**src/rtl/prog_uart_loader.sv**
```systemverilog
// Programming-UART loader: receives 8N1 bytes from the host, packs them into
// little-endian 32-bit words and writes them sequentially into instruction
// memory over a req/gnt port. A terminator word releases the core (boot_o).
module prog_uart_loader #(
   parameter int unsigned ADDR_W      = 32,
   parameter logic [31:0] BASE_ADDR   = 32'h0000_0000,
   parameter logic [31:0] END_WORD    = 32'h0000_0FFF,
   parameter int unsigned SYNC_STAGES = 2
) (
   input  logic              clock,
   input  logic              reset,
   input  logic              io_rx_i,
   input  logic [15:0]       io_CLK_PER_BIT,
   input  logic              prog_i,
   output logic              mem_req_o,
   output logic [ADDR_W-1:0] mem_addr_o,
   output logic [31:0]       mem_wdata_o,
   input  logic              mem_gnt_i,
   output logic              boot_o,
   output logic              frame_err_o,
   output logic              overrun_o
);

   localparam logic [ADDR_W-1:0] BASE_A    = ADDR_W'(BASE_ADDR);
   localparam logic [ADDR_W-1:0] WORD_STEP = ADDR_W'(4);

   typedef enum logic [1:0] {RX_IDLE, RX_START, RX_DATA, RX_STOP} rx_state_t;
   typedef enum logic [1:0] {LD_WAIT, LD_COLLECT, LD_WRITE, LD_DONE} ld_state_t;

   // Bit periods shorter than 4 clocks leave no room for a mid-bit sample.
   function automatic logic [15:0] clamp_period(input logic [15:0] p);
      return (p < 16'd4) ? 16'd4 : p;
   endfunction

   logic [SYNC_STAGES-1:0] rx_sync;
   logic [SYNC_STAGES-1:0] prog_sync;
   logic                   rx_s;
   logic                   prog_s;
   logic                   rx_d;
   logic                   prog_d;

   rx_state_t   rx_state, rx_next;
   logic [15:0] period;
   logic [15:0] cnt;
   logic [2:0]  bit_idx;
   logic [7:0]  shreg;
   logic        half_hit;
   logic        full_hit;
   logic        start_edge;
   logic        byte_valid;
   logic        stop_bad;

   logic        hold_full;
   logic [7:0]  hold_data;
   logic        avail;
   logic [7:0]  cur_byte;
   logic        pop;
   logic        take;

   ld_state_t   ld_state, ld_next;
   logic [1:0]  lane;
   logic [23:0] word_q;
   logic [31:0] full_word;
   logic        prog_rise;

   assign rx_s   = rx_sync[SYNC_STAGES-1];
   assign prog_s = prog_sync[SYNC_STAGES-1];

   // Pin synchronisers plus one extra flop each for edge detection.
   always_ff @(posedge clock or posedge reset) begin
      if (reset) begin
         rx_sync   <= '1;
         prog_sync <= '0;
         rx_d      <= 1'b1;
         prog_d    <= 1'b0;
      end else begin
         rx_sync[0]   <= io_rx_i;
         prog_sync[0] <= prog_i;
         for (int i = 1; i < SYNC_STAGES; i++) begin
            rx_sync[i]   <= rx_sync[i-1];
            prog_sync[i] <= prog_sync[i-1];
         end
         rx_d   <= rx_s;
         prog_d <= prog_s;
      end
   end

   assign start_edge = rx_d & ~rx_s;
   assign half_hit   = (cnt == ({1'b0, period[15:1]} - 16'd1));
   assign full_hit   = (cnt == (period - 16'd1));
   assign prog_rise  = prog_s & ~prog_d;

   // RX FSM next-state and the stop-bit strobes.
   always_comb begin
      rx_next    = rx_state;
      byte_valid = 1'b0;
      stop_bad   = 1'b0;
      case (rx_state)
         RX_IDLE:  if (start_edge) rx_next = RX_START;
         RX_START: if (half_hit) rx_next = rx_s ? RX_IDLE : RX_DATA;
         RX_DATA:  if (full_hit && (bit_idx == 3'd7)) rx_next = RX_STOP;
         RX_STOP: begin
            if (full_hit) begin
               rx_next    = RX_IDLE;
               byte_valid = rx_s;
               stop_bad   = ~rx_s;
            end
         end
         default:  rx_next = RX_IDLE;
      endcase
   end

   // RX FSM state, bit timing counter and LSB-first shift register.
   always_ff @(posedge clock or posedge reset) begin
      if (reset) begin
         rx_state    <= RX_IDLE;
         period      <= '0;
         cnt         <= '0;
         bit_idx     <= '0;
         shreg       <= '0;
         frame_err_o <= 1'b0;
      end else begin
         rx_state    <= rx_next;
         frame_err_o <= stop_bad;
         case (rx_state)
            RX_IDLE: begin
               cnt     <= '0;
               bit_idx <= '0;
               if (start_edge) period <= clamp_period(io_CLK_PER_BIT);
            end
            RX_START: cnt <= half_hit ? 16'd0 : cnt + 16'd1;
            RX_DATA: begin
               if (full_hit) begin
                  cnt     <= '0;
                  shreg   <= {rx_s, shreg[7:1]};
                  bit_idx <= bit_idx + 3'd1;
               end else begin
                  cnt <= cnt + 16'd1;
               end
            end
            RX_STOP: cnt <= cnt + 16'd1;
            default: cnt <= '0;
         endcase
      end
   end

   // A fresh byte bypasses the holding register when it is empty, so a byte
   // can be consumed in the same cycle its stop bit is sampled.
   assign avail     = hold_full | byte_valid;
   assign cur_byte  = hold_full ? hold_data : shreg;
   assign full_word = {cur_byte, word_q};

   // Loader FSM next-state, byte pop and word-capture decisions.
   always_comb begin
      ld_next = ld_state;
      pop     = 1'b0;
      take    = 1'b0;
      case (ld_state)
         LD_WAIT: begin
            pop = avail;
            if (prog_s) ld_next = LD_COLLECT;
         end
         LD_COLLECT: begin
            if (!prog_s) begin
               ld_next = LD_WAIT;
            end else if (avail) begin
               pop  = 1'b1;
               take = 1'b1;
               if (lane == 2'd3)
                  ld_next = (full_word == END_WORD) ? LD_DONE : LD_WRITE;
            end
         end
         LD_WRITE: begin
            if (mem_gnt_i) ld_next = prog_s ? LD_COLLECT : LD_WAIT;
         end
         LD_DONE: begin
            pop = avail;
            if (prog_rise) ld_next = LD_COLLECT;
         end
         default: ld_next = LD_WAIT;
      endcase
   end

   // One-deep holding register; a byte arriving while it is full and not
   // being drained is lost and flagged sticky.
   always_ff @(posedge clock or posedge reset) begin
      if (reset) begin
         hold_full <= 1'b0;
         hold_data <= '0;
         overrun_o <= 1'b0;
      end else if (hold_full) begin
         if (pop) begin
            if (byte_valid) hold_data <= shreg;
            else            hold_full <= 1'b0;
         end else if (byte_valid) begin
            overrun_o <= 1'b1;
         end
      end else if (byte_valid && !pop) begin
         hold_full <= 1'b1;
         hold_data <= shreg;
      end
   end

   // Loader state, word assembly, memory request and boot flag.
   always_ff @(posedge clock or posedge reset) begin
      if (reset) begin
         ld_state    <= LD_WAIT;
         lane        <= '0;
         word_q      <= '0;
         mem_req_o   <= 1'b0;
         mem_addr_o  <= BASE_A;
         mem_wdata_o <= '0;
         boot_o      <= 1'b0;
      end else begin
         ld_state <= ld_next;
         case (ld_state)
            LD_WAIT: begin
               lane       <= '0;
               mem_addr_o <= BASE_A;
            end
            LD_COLLECT: begin
               if (!prog_s) begin
                  lane <= '0;
               end else if (take) begin
                  lane <= lane + 2'd1;
                  case (lane)
                     2'd0:    word_q[7:0]   <= cur_byte;
                     2'd1:    word_q[15:8]  <= cur_byte;
                     2'd2:    word_q[23:16] <= cur_byte;
                     default: begin
                        if (full_word == END_WORD) begin
                           boot_o <= 1'b1;
                        end else begin
                           mem_req_o   <= 1'b1;
                           mem_wdata_o <= full_word;
                        end
                     end
                  endcase
               end
            end
            LD_WRITE: begin
               if (mem_gnt_i) begin
                  mem_req_o  <= 1'b0;
                  mem_addr_o <= mem_addr_o + WORD_STEP;
               end
            end
            LD_DONE: begin
               if (prog_rise) begin
                  boot_o     <= 1'b0;
                  lane       <= '0;
                  mem_addr_o <= BASE_A;
               end
            end
            default: lane <= '0;
         endcase
      end
   end

endmodule
```
**config.mk**
```make
export PLATFORM = sky130hd
export DESIGN_NAME = prog_uart_loader
export DESIGN_NICKNAME = d
export VERILOG_FILES = /design/src/rtl/prog_uart_loader.sv
export SDC_FILE = /design/constraint.sdc
export NUM_CORES = 1
export LEC_CHECK = 0
export ABC_AREA = 1
export BUFFER_PORTS_ARGS = -buffer_cell sky130_fd_sc_hd__buf_2
export CORE_AREA = 2 2 127 129
export CTS_CLUSTER_SIZE = 10
export DETAILED_ROUTE_END_ITERATION = 10
export DIE_AREA = 0 0 129 131
export GPL_TIMING_DRIVEN = 0
export PLACE_DENSITY = 0.75
export SYNTH_ARGS = -nofsm -noshare
export SYNTH_HDL_FRONTEND = slang
export SYNTH_SLANG_ARGS = --single-unit
```
**constraint.sdc**
```tcl
create_clock -name clock -period 5.23 [get_ports clock]
set_input_delay 0.523 -clock clock [delete_from_list [all_inputs] [get_ports clock]]
set_output_delay 0.523 -clock clock [all_outputs]
set_load 0.02 [all_outputs]
```
* Yosys cells after proc, flatten, opt, wreduce, memory -nomap -nowiden *
Cells that the tools add are included.

cells by class
  $add $sub $neg = 6
  magnitude comparators = 1
  equal/unequal tests = 31
  multiplexer cells = 57
  bitwise gates (word level) = 8
  reduce and logical (&&, ||, !) cells = 29

operators by type and width
  kind                   number
  $pmux 32 s3            1
  $mux 32                2
  $pmux 16 s4            1
  $mux 16                3
  $mux 8                 5
  $add 32x3->32 const B  1
  $eq 16x16->1           2
  $eq 32x12->1 const B   1
  $mux 2                 14
  $ne 2x2->1 const B     14
  $mux 1                 23
  $add 16x1->16 const B  1
  $lt 16x3->1 const B    1
  $pmux 2 s4             2
  $reduce_and 4->1       4
  $sub 15x1->16 const B  1
  $sub 16x1->16 const B  1
  $eq 2x2->1 const B     6
  $reduce_and 3->1       4
  $reduce_and 6->1       2
  $reduce_and 5->1       2
  $ne 3x3->1 const B     3
  $reduce_bool 2->1      4
  $eq 2x1->1 const B     3
  18 further kinds       31

storage, ports and cells
  register bits = 156
  word-level logic and storage cells = 154

* Logic depth before layout (Yosys ltp) *
Gate-level depths: netlist of the first run.

  depth after elaboration = 12
  mapped depth = 19
  depth with buffers taken out = 17

* Least setup slack after synthesis of the first run *
No wires, ideal clock.

  path kind = reg-to-reg
  start point = register period[1]
  end point = register cnt[14]
  setup time = 121 ps
  data arrival time = 2,227 ps
  data required time = 5,109 ps
  path slack = 2,881 ps
  stages on the path, launching flop included = 15
  buffers on the path = 1
  cells stage by stage = dfrtp_1 inv_1 ha_1 inv_1 nor2_2 nand3_1 o21bai_1 nand2_1 nor2_1 nand2_1 nor2_4 nand4_2 a22oi_2 buf_4 nor2_1

on the way
  cells in the longest elaborated chain, start to end = 4
  elaborated cells between the ends (all ways) = 7
  classes of those cells = add/sub: 2; eq/ne: 2; mux: 3

ends and longest elaborated chain
  element                                                line      RTL
  start, declared                                        43        logic [15:0] period;
  start signal, assigned                                 129       if (start_edge) period <= clamp_period(io_CLK_PER_BIT);
  $sub 16x1->16 / $sub 15x1->16 (equally long branches)  90, 89
  $eq 16x16->1 (on tied branches)                        90, 89
  $mux 16 (on tied branches)                             133, 131
  $pmux 16 s4 *                                          125       case (rx_state)
  end signal, assigned                                   131       RX_START: cnt <= half_hit ? 16'd0 : cnt + 16'd1;
  end signal, assigned                                   138       cnt <= cnt + 16'd1;
  end signal, assigned                                   141       RX_STOP: cnt <= cnt + 16'd1;
  end, declared                                          44        logic [15:0] cnt;

Every way passes the cells marked *; elsewhere a longest branch is shown, timed or not.
A chain may end at the register's enable or synchronous reset.

* Final worst setup path of the first run *
  start point = register period[2]
  end point = register cnt[5]

The elaborated chain is that of the path after synthesis.

==> flow_summary.ini, run 1 <==
[outcome]
status = completed

[detailed_routing]
num_vias = 7179
postRouteAntennaNets = 0
viasPerCell = 5.07
routedWlPerCell_um = 13.3
drt_pass1_iterations = 5
wirelength_mm = 18.9
drt_iter0_drc = 597
drc = 0

[grt]
grtUsageTotal_pct = 23.4
grt_max_degree = 98
grt.overflow.total = 0
grt_first_pass_wirelength_mm = 31.5
antenna_found_initial = 0
grt_pass1_vias = 6674

[sta]
setup_viol = 0
period_share_pct = 57.4
rsz0062_at_grt = no
hold_violations = 0
worst_pin_slew_ns = 0.833
period_needed_ns = 3.00
setup_slack_ns = 2.23
slew_headroom_pct = 43.9
fin_skew_ns = 0.00706
drv_slew = 0
fmax_mhz = 333

[placement]
hpwl_mm = 14.1
io_buffers = 86
place_congestion = 0.858
dpl.cell_count = 1385
post-place-ws_ns = 2.25
place_area_um2 = 9180

[cells_and_area]
fin_cells = 1417
fin_nets = 1223
layout_common_cells = nand2_1, dfrtp_1, inv_1, buf_2, nor2_1
fill_cells = 1409
syn_to_final_growth_pct = 15.3
diodes = 0
drive_above_1_share_pct = 15.1
finalInstanceArea_um2 = 9730
final_common_cell = nand2_1

[worst_setup_path]
cpMostUsedCell = nand2_1
path_class = reg2reg
cp_slowest_stage_delay_ns = 0.51
path_cells = inv_1 > ha_1 > inv_1 > nor2_2 > nand2_1 > nand2_1 > nand2_1 > nor2_1 > nand2_1 > nor2_1 > nand2_1 > nor2_4 > nand4_2 > a22oi_2 > buf_4 > nor2_1
worstPathArrival_ns = 3.32
slowest_stage = a22oi_2
critPathMaxFanout = 10
worstPathRequired_ns = 5.55
startpoint_type = flop
cp-end-kind = flop

[clock_tree]
cts-resized-gates = 0
clockBufferDepth = 2
clkLatencyLatePin_ns = 0.43
clockRootBuffer = clkbuf_16
ctsHoldBuffers = 0
post_cts_buffers = 0
cts_buffers = 17
cts_tree = done
h-tree-depth = 4
clk_pin_slew_ns = 0.07
cts_sinks = 154

[synth]
avgSynthCellArea_um2 = 7.81
async_flop_share_pct = 100
synth_edf_count = 0
netlist_area_um2 = 8440
synth_cells = 1081
ys_seq_area_share_pct = 45.7
ys_warn_count = 0
synth_cell_types = 45
synth_top_flop_cell = dfrtp_1
ys_ff_latch = 154

[floorplanning]
core_area_um2 = 15600
fp-row-count = 46
start_util_pct = 54.1
io_pins = 89
fp.dieH_um = 131
die_area_um2 = 16900
chipWidth_um = 129

[pwr]
p_per_area_nw_per_um2 = 405
power.total_mw = 3.94
ir_worst_vdd_mv = 0.257
leakage_nw = 4.85

[min_path]
hold_path_class = in2async

[job]
cap_violations = 0
-- worst paths after layout --
path | startpoint | to | slack (ns) | cells past startpoint
max | period[2] | cnt[5] | 2.23 | 16
min | reset | cnt[13] | 0.14 | 2
max reg2reg | period[2] | cnt[5] | 2.23 | 16
min reg2reg | rx_sync[0] | rx_sync[1] | 0.36 | 0
max in group asynchronous | reset | rx_d | 4.22 | 3
min in group clock | io_rx_i | rx_sync[0] | 0.18 | 1
-- where the power goes --
| group | total [mW] | switching [mW] | internal (mW) |
|---|---|---|---|
| logic | 1.34 | 0.879 | 0.460 |
| clock network | 1.17 | 0.536 | 0.631 |
| registers | 1.43 | 0.132 | 1.30 |
| total | 3.94 | 1.55 | 2.39 |
-- cell usage after synthesis (14+ instances only) --
cell,number,area share (%)
inv_1,131,5.8
dfrtp_1,151,45
nand2_1,319,14
o21ai_0,60,3.6
xor2_1,28,2.9
nor3_1,20,1.2
nand4_1,54,4.0
xnor2_1,18,1.9
nor2_1,96,4.3
nand3_1,46,2.7
ha_1,14,2.1
o21ai_2,14,1.5
a21oi_1,20,1.2
-- worst max-delay path, delay by kind of cell (launching register included) --
family          cells  cell delay [ns]
compound gates      1             0.51
fa+ha+maj           1             0.28
buf+inv             3             0.51
flops               1             0.43
simple gates       11             1.15
-- through the flow --
step                      hold WS [ns]  TNS [ns]  util (%)
final                            0.144         0      62.4
after detailed placement         0.349         0      58.8
after CTS                        0.171         0      62.4
after floorplan                  0.331         0         -
after global routing             0.177         0      62.4
after global placement           0.336   -172.36      58.6
-- layer usage --
metal	vias up	GRT usage [%]	share of wire, %
li1	3695	-	-
met1	3316	30.3	46
met2	141	40.2	49
met3	27	3.99	3.5
met4	0	7.80	1.7
met5	-	0	0
-- kinds of logic after synthesis --
logic type	after synthesis	synth area share [%]
simple gates	580	30.8
buf+inv	165	8.17
flops	154	45.7
compound gates	120	8.23
xor+xnor	47	5.04
fa+ha+maj	14	2.08
other cells	1	0.0444
-- area by class of cell --
cell class / count / area [µm²] / share of cell area (%)
multi-input combinational: 763 / 3900 / 40.1
clock buffer: 19 / 443 / 4.55
buffer: 33 / 194 / 1.99
timing repair buffer: 87 / 458 / 4.70
inverter: 132 / 500 / 5.14
tap: 216 / 270 / 2.78
sequential: 154 / 3860 / 39.6
clock inverter: 13 / 113 / 1.16
-- registers in the layout (all words and copies together), names as in the netlist, 2 cells and up --
signal and count:
mem_wdata_o 32, mem_addr_o 30, word_q 24, cnt 16
period 16, hold_data 8, shreg 8, bit_idx 3
lane 2, ld_state 2, prog_sync 2, rx_state 2
rx_sync 2
No activity file was read; power rests on OpenSTA's default activity.
==> run 2: changes to the inputs <==
ABC_AREA = 0   (was 1)
CORE_AREA = 2 2 123 125   (was 2 2 127 129)
DIE_AREA = 0 0 125 127   (was 0 0 129 131)
PLACE_DENSITY = 0.74   (was 0.75)
clock period = 3.1 ns   (was 5.23 ns; I/O delays follow)
==> flow_summary.ini, run 2 <==
[grt]
met3_usage_pct = 4.02
grtUsageTotal_pct = 24.5
grt.overflow.total = 0
grt_first_pass_wirelength_mm = 31.5
busiest_layer = met2
antenna_found_initial = 0
grt_pass1_vias = 6131
grt_max_degree = 44
use_met2_pct = 40.3
grtUsageMet1_pct = 33.3

[synth]
synth_top_flop_cell = dfrtp_1
yosysMostFrequentCell = dfrtp_1
yosys.area.top_type = dfrtp_1
async_flop_share_pct = 100
synth_top_area_share_pct = 48.3
synth_edf_count = 0
synth_cells = 724
netlist_area_um2 = 7830
synth_cell_types = 69
avgSynthCellArea_um2 = 10.8
synthTopCellsByCount = dfrtp_1, mux2_2, nand2_1
ys_seq_area_share_pct = 49.3
ys_warn_count = 0
yosys-top-cells-area = dfrtp_1, mux2_2, xor2_1
ys_ff_latch = 154

[cells_and_area]
largest_reg_flops = 32
diodes = 0
drive_above_1_share_pct = 34.4
max_flop_register = mem_wdata_o
final_common_cell = dfrtp_1
syn_to_final_growth_pct = 26.7
layout_common_cells = dfrtp_1, buf_2, nand2_1, nor2_1, mux2_4
fin_nets = 906
reg.largest.list = mem_wdata_o: 32 flops, mem_addr_o: 30 flops, word_q: 24 flops
fill_cells = 1046

[pwr]
swShare_pct = 33.2
p_sw_mw = 1.98
power.total_mw = 5.97
leakage_nw = 4.77
p_clk_share_pct = 34.9
ir_worst_vdd_mv = 0.393
comb_power_share_pct = 27.5
seq_power_share_pct = 37.6
p_int_mw = 3.99
p_per_area_nw_per_um2 = 602

[placement]
place_congestion = 0.867
io_buffers = 86
hpwl_mm = 12.3
post-place-ws_ns = -0.530

[floorplanning]
core_area_um2 = 14400
start_util_pct = 54.3
io_pins = 89
fp.dieH_um = 127
chipWidth_um = 125
fp-row-count = 44
die_area_um2 = 15900

[worst_setup_path]
startpoint_type = flop
r2r_end = mem_wdata_o[24]
rrSetupSlack_ns = -0.17
ff2ff_path_depth = 12
cp-end-kind = flop
worstPathRequired_ns = 3.41
timing.rr.start = period[0]
worstPathArrival_ns = 3.58
path_class = reg2reg
critPathMaxFanout = 5

[sta]
fmax_mhz = 305
setup_slack_ns = -0.174
rsz0062_at_grt = yes
period_share_pct = 106
slew_headroom_pct = 12.5
setup_viol = 58
hold_violations = 0
period_needed_ns = 3.27
fin_skew_ns = 0.00784
worst_pin_slew_ns = 1.29
drv_slew = 0

[clock_tree]
cts_sinks = 154
clockBufferDepth = 2
cts_buffers = 17
clk_pin_slew_ns = 0.06
clockRootBuffer = clkbuf_16
clkLatencyLatePin_ns = 0.43
cts_tree = done
h-tree-depth = 4

[detailed_routing]
num_vias = 6026
postRouteAntennaNets = 0
drt_pass1_iterations = 5
drc = 0
drt_iter0_drc = 281
wirelength_mm = 19.3
routedWlPerCell_um = 18.1
viasPerCell = 5.64

[min_path]
hold_path_class = in2async

[job]
cap_violations = 0

[outcome]
violations = negative setup slack
status = finished with violations
[run 2: area by class of cell]
| class | count | area (µm²) | area share [%] |
|---|---|---|---|
| plain buffers | 38 | 235 | 2.37 |
| clock buffers | 18 | 439 | 4.43 |
| clock inverters | 14 | 154 | 1.55 |
| inverters | 22 | 88.8 | 0.896 |
| multi-input cells | 511 | 4050 | 40.9 |
| flip-flops and latches | 154 | 3860 | 38.9 |
| well taps | 184 | 230 | 2.32 |
| repair buffers | 127 | 858 | 8.65 |
[run 2: how the worst max path moves through the flow]
stage	start	endpoint	slack (ns)
after global routing	period[10]	mem_wdata_o[24]	-0.27
after detailed placement	period[2]	word_q[12]	-0.53
after CTS	period[11]	word_q[12]	-0.13
after global placement	period[2]	shreg[3]	-0.46
final	period[0]	mem_wdata_o[24]	-0.17
after floorplan	period[0]	word_q[0]	-0.01
[run 2: what timing repair did]
action,in CTS,in global routing
gates resized for setup,82,20
setup buffers,28,7
gates cloned,1,1
endpoints found under the hold margin,2,0
pin swaps,17,11
setup endpoints to repair,100,92
hold buffers,2,0
[run 2: kinds of logic (layout without fill, tap and decap cells)]
family          Yosys count  count (layout)  share of synthesized area [%]
mux                      88              88                           12.6
flops                   154             154                           49.3
xor+xnor                 72              72                           8.05
other cells               1               2                         0.0479
compound gates           73              73                           6.25
buf+inv                  60             219                           3.47
simple gates            261             261                           18.0
fa+ha+maj                15              15                           2.36
[run 2: layer usage]
metal  share of wire, %  vias to the layer above
met1                 45                     3015
met4                1.9                        0
met5                  0                        -
li1                   -                     2829
met2                 50                      152
met3                3.9                       30
[run 2: critical path: stages (launching register included)]
cell and delay [ns]:
dfrtp_2 0.41, inv_2 0.10, ha_4 0.17, nor2b_4 0.22, and3_4 0.22, and3b_1 0.18
a31oi_2 0.05, or4_4 0.58, o31a_4 0.34, nor3_4 0.24, buf_6 0.19, buf_12 0.13
mux2_2 0.33
[run 2: metrics by stage]
step	hold slack [ns]	utilization [%]	area (µm²)	TNS [ns]	std cells
floorplan	0.314	-	7850	-0.226	725
global placement	0.343	59.0	8510	-28.64	995
detailed placement	0.341	59.4	8570	-38.34	998
CTS	0.0839	67.6	9760	-4.65	1061
global route	0.102	68.8	9920	-13.68	1068
finish	0.0564	68.8	9920	-7.59	1068
[run 2: power groups by stage]
stage	Combinational (mW)	Clock [mW]	Sequential (mW)
final	1.64	2.08	2.25
after global placement	1.25	0	2.28
after floorplan	1.04	0	2.25
after detailed placement	1.32	0	2.28
after global routing	1.80	2.20	2.26
after CTS	1.54	2.11	2.25
